--- config.mk ---
export PLATFORM = sky130hd
export DESIGN_NAME = reg_file
export DESIGN_NICKNAME = d
export VERILOG_FILES = /design/src/rtl/reg_file.sv
export SDC_FILE = /design/constraint.sdc
export NUM_CORES = 2
export LEC_CHECK = 0
export BUFFER_PORTS_ARGS = -buffer_cell sky130_fd_sc_hd__buf_2
export CELL_PAD_IN_SITES_DETAIL_PLACEMENT = 0
export CELL_PAD_IN_SITES_GLOBAL_PLACEMENT = 1
export CORE_MARGIN = 2
export CORE_UTILIZATION = 49
export DETAILED_ROUTE_END_ITERATION = 10
export PLACE_DENSITY_LB_ADDON = 0.1
export SYNTH_ARGS = -nofsm -noshare
export SYNTH_HDL_FRONTEND = slang
export SYNTH_SLANG_ARGS = --single-unit
--- constraint.sdc ---
create_clock -name clk -period 30.8 [get_ports clk]
set_input_delay 1.54 -clock clk [delete_from_list [all_inputs] [get_ports clk]]
set_output_delay 1.54 -clock clk [all_outputs]
set_load 0.05 [all_outputs]
--- src/rtl/reg_file.sv ---
// reg_file: 2**ADDR_W x WIDTH general-purpose register file.
// Two combinational read ports and one rising-edge write port.
// Register 0 is hardwired to zero. With BYPASS=1 a same-cycle write is
// forwarded to any read port whose address matches.
module reg_file #(
    parameter int WIDTH  = 32,
    parameter int ADDR_W = 5,
    parameter int BYPASS = 1
) (
    input  logic              clk,
    input  logic              reset,
    input  logic              RegWrite,
    input  logic [ADDR_W-1:0] WriteReg,
    input  logic [WIDTH-1:0]  WriteData,
    input  logic [ADDR_W-1:0] ReadReg1,
    input  logic [ADDR_W-1:0] ReadReg2,
    output logic [WIDTH-1:0]  ReadData1,
    output logic [WIDTH-1:0]  ReadData2
);

    localparam int NREG = 2 ** ADDR_W;
    localparam bit BYP  = (BYPASS != 0);

    logic [WIDTH-1:0] regs [0:NREG-1];
    logic             we;

    // Write qualifier. An unknown address makes this unknown, which the
    // if() in the write block treats as false, so register 0 stays untouched.
    always_comb begin
        we = RegWrite && (WriteReg != '0);
    end

    // Register array: asynchronous clear, rising-edge write, entry 0 never written.
    always_ff @(posedge clk or posedge reset) begin
        if (reset) begin
            regs <= '{default: '0};
        end else if (we) begin
            regs[WriteReg] <= WriteData;
        end
    end

    // Read port 1: stored value, zero for register 0, optional forward, forced 0 in reset.
    always_comb begin
        ReadData1 = regs[ReadReg1];
        if (ReadReg1 == '0) begin
            ReadData1 = '0;
        end
        if (BYP && we && (WriteReg == ReadReg1)) begin
            ReadData1 = WriteData;
        end
        if (reset) begin
            ReadData1 = '0;
        end
    end

    // Read port 2: same structure as port 1.
    always_comb begin
        ReadData2 = regs[ReadReg2];
        if (ReadReg2 == '0) begin
            ReadData2 = '0;
        end
        if (BYP && we && (WriteReg == ReadReg2)) begin
            ReadData2 = WriteData;
        end
        if (reset) begin
            ReadData2 = '0;
        end
    end

endmodule

==> flow_metrics.py <==
metrics = {
    "run_status": {
        "status": "finished clean",
    },
    "placed_design": {
        "post_dp_cell_area_mm2": 0.05607,
        "routabilityCongestion": 0.8085,
        "place_hpwl_um": 94950,
        "io_buffers": 113,
    },
    "clocking": {
        "post_cts_buffers": 0,
        "cts_tree": "done",
        "htree_num_levels": 3,
        "cts_buffers": 115,
        "root_buffer": "clkbuf_16",
        "cts_buffer_depth": 3,
        "cts_resized": 0,
        "cts.sinks": 1024,
        "clk_latency_ns": 0.70,
        "hold_buffers": 0,
        "clkTransAtPathRegs_ns": 0.06,
    },
    "global_route": {
        "grt_pass1_wl_um": 248900,
        "gr-total-overflow": 0,
        "first_global_vias": 35930,
        "grt_usage": 0.2997,
        "grt_max_degree": 185,
        "antenna_found_initial": 6,
    },
    "cells_and_area": {
        "areaGrowthSynthToFinish_pct": 10.24,
        "largestRegisters": "regs (1024)",
        "num_antenna_cells": 0,
        "fin_area_mm2": 0.06011,
        "top_register": "regs",
        "final_core_util": 0.5439,
        "layout-drive-gt1-share": 0.5517,
        "layout.nets": 3513,
        "largest_reg_flops": 1024,
    },
    "sta": {
        "finalCriticalPeriod_ns": 7.108,
        "hold_violations": 0,
        "slew_headroom": 0.1988,
        "worst_pin_slew_ns": 1.199,
        "finalSetupTns_ns": 0,
        "fmax_mhz": 140.7,
        "setup_viol": 0,
        "hold_ws_ns": 0.3920,
        "maxSlewViolCount": 0,
        "rsz0062_at_grt": "no",
        "period_share": 0.2308,
        "finClkSkew_ns": 0,
    },
    "logic_synthesis": {
        "yosys.area_share.simple": 0.01714,
        "synthArstFlopShare": 1.000,
        "synth_top_family_by_area": "multiplexers",
        "synth-seq-cells": 1024,
        "ys_seq_area_frac": 0.4699,
        "netlist_area_mm2": 0.05453,
        "synth-compound-area-share": 0.04355,
        "yosys.area_share.xor_xnor": 0.001606,
        "synth_cell_types": 42,
        "synth_warnings": 0,
        "ys.flop_type": "dfrtp_1",
        "yosys-top-cells-area": "dfrtp_1 47%, mux4_2 21%, mux2_2 21%",
        "synth-edff-count": 0,
        "yosysTopAreaCell": "dfrtp_1",
        "postSynthCellCount": 3583,
        "synthAdderAreaFrac": 0,
        "postSynthAreaPerCell_um2": 15.22,
        "syn-num-nets": 3633,
        "netlist.area_leader.share": 0.4699,
        "synth_mux_area_frac": 0.4347,
    },
    "hold_path": {
        "holdCritStartpoint": "regs[1006]$_DFFE_PP0P_",
        "hold_depth": 0,
        "min_to": "regs[1006]$_DFFE_PP0P_",
        "min_path_type": "flip-flop to flip-flop",
    },
    "worst_setup_path": {
        "crit_chain": "buf_8, buf_12, buf_4, mux4_2, a22oi_1, nand2_1, a22oi_1, o21ai_0, buf_2",
        "slowest_delay_ns": 0.85,
        "r2r_start": "regs[182]$_DFFE_PP0P_",
        "worstReg2RegEnd": "regs[182]$_DFFE_PP0P_",
        "critPathCaptureType": "primary output",
        "path_buf_inv": 4,
        "start_kind": "primary input",
        "crit_required_ns": 29.26,
        "reg2regPathDepth": 1,
        "path_class": "primary input to primary output",
        "path_max_fanout": 106,
        "cp_top_family": "buffers and inverters",
        "r2r_setup_slack_ns": 29.99,
        "cpMaxStageDelayCell": "buf_4",
        "arrival_ns": 5.57,
        "cp_common_cell": "a22oi_1",
    },
    "floorplan": {
        "fp.dieW_um": 337.6,
        "die-area_mm2": 0.1140,
        "start_util": 0.4934,
        "coreArea_mm2": 0.1105,
        "io_pins": 114,
        "die_y_um": 337.6,
        "num_rows": 122,
    },
    "power_and_ir_drop": {
        "p_leak_nw": 25.95,
        "power_mw": 4.050,
        "power-per-cell-area_mw_per_mm2": 67.37,
        "peakVddDrop_uv": 54.96,
    },
    "route": {
        "drc": 0,
        "first_pass_iters": 5,
        "drtIter0Drc": 2942,
        "ant_nets": 0,
        "detail_route.vias_per_cell": 6.757,
        "vias": 34100,
        "wire_per_inst_um": 33.35,
        "wl_um": 168300,
    },
    "run": {
        "drv_cap": 0,
    },
}
-- power by group --
part	switching, mW	total [mW]	internal (mW)
clock network	0.569	1.45	0.882
registers	0.190	1.79	1.60
logic	0.336	0.808	0.471
total	1.10	4.05	2.95
-- per-stage QoR --
step	worst slack, ns	instances
6_report	23.69	5046
4_1_cts	23.60	5046
3_3_place_gp	23.61	4834
5_1_grt	23.33	5046
2_1_floorplan	0.3772	3583
3_5_place_dp	23.59	4834
-- how the worst max path moves through the flow --
stage	to	startpoint	slack, ns	cells after the start
final	ReadData2[27]	ReadReg2[0]	23.69	9
after global routing	ReadData2[21]	ReadReg2[0]	23.33	9
after global placement	ReadData2[21]	ReadReg2[0]	23.61	9
after floorplan	regs[0]$_DFFE_PP0P_	reset	0.38	1
after detailed placement	ReadData2[27]	ReadReg2[0]	23.59	9
after CTS	ReadData2[27]	ReadReg2[0]	23.60	9
-- cell families after synthesis --
| group | after synthesis |
|---|---|
| buffers and inverters | 429 |
| AND/OR/NAND/NOR | 195 |
| AO/OA/AOI/OAI | 325 |
| multiplexers | 1600 |
| flip-flops | 1024 |
| XOR/XNOR | 10 |
-- placed cells by master, fill, tap and decap left out, types with 13 or more instances in the layout --
cell type	n
dfrtp_1	1024
mux2_2	1020
mux4_2	512
a22oi_1	160
clkbuf_16	117
buf_2	105
buf_4	75
nand2_1	65
mux2i_1	64
a211oi_1	64
nor2_1	35
clkbuf_8	34
nor2b_1	32
a221o_1	32
a21oi_1	32
o21ai_0	27
clkinv_2	21
clkbuf_1	16
nand2_2	15
nor2_4	14
bufinv_16	13
-- synthesized netlist by cell type (all sizes together), types with 4 or more instances --
cell / number
a221o: 32
buf: 192
xnor2: 4
nand2: 80
mux4: 512
nand3: 5
a22oi: 160
mux2: 1024
clkbuf: 235
nor3: 4
nor2: 49
a21oi: 32
a211oi: 64
o21ai: 32
nor2b: 36
mux2i: 64
dfrtp: 1024
xor2: 6
-- area by class of cell --
| class | count | area, um2 |
|---|---|---|
| Timing Repair Buffer | 190 | 1251 |
| Tap cell | 1488 | 1862 |
| Sequential cell | 1024 | 25620 |
| Clock buffer | 167 | 3456 |
| Clock inverter | 45 | 585.6 |
| Inverter | 2 | 15.01 |
| Fill cell | 8938 | 50400 |
| Multi-Input combinational cell | 2130 | 27320 |
-- per-layer routing --
| metal | GRT usage | part of all wire | vias to the layer above |
|---|---|---|---|
| met2 | 0.4710 | 0.47 | 1308 |
| met1 | 0.4140 | 0.42 | 18730 |
| met5 | 0 | 0.00012 | - |
| met3 | 0.06092 | 0.067 | 353 |
| met4 | 0.1126 | 0.040 | 4 |
| li1 | - | - | 13700 |
No activity file was read; power rests on OpenSTA's default activity.
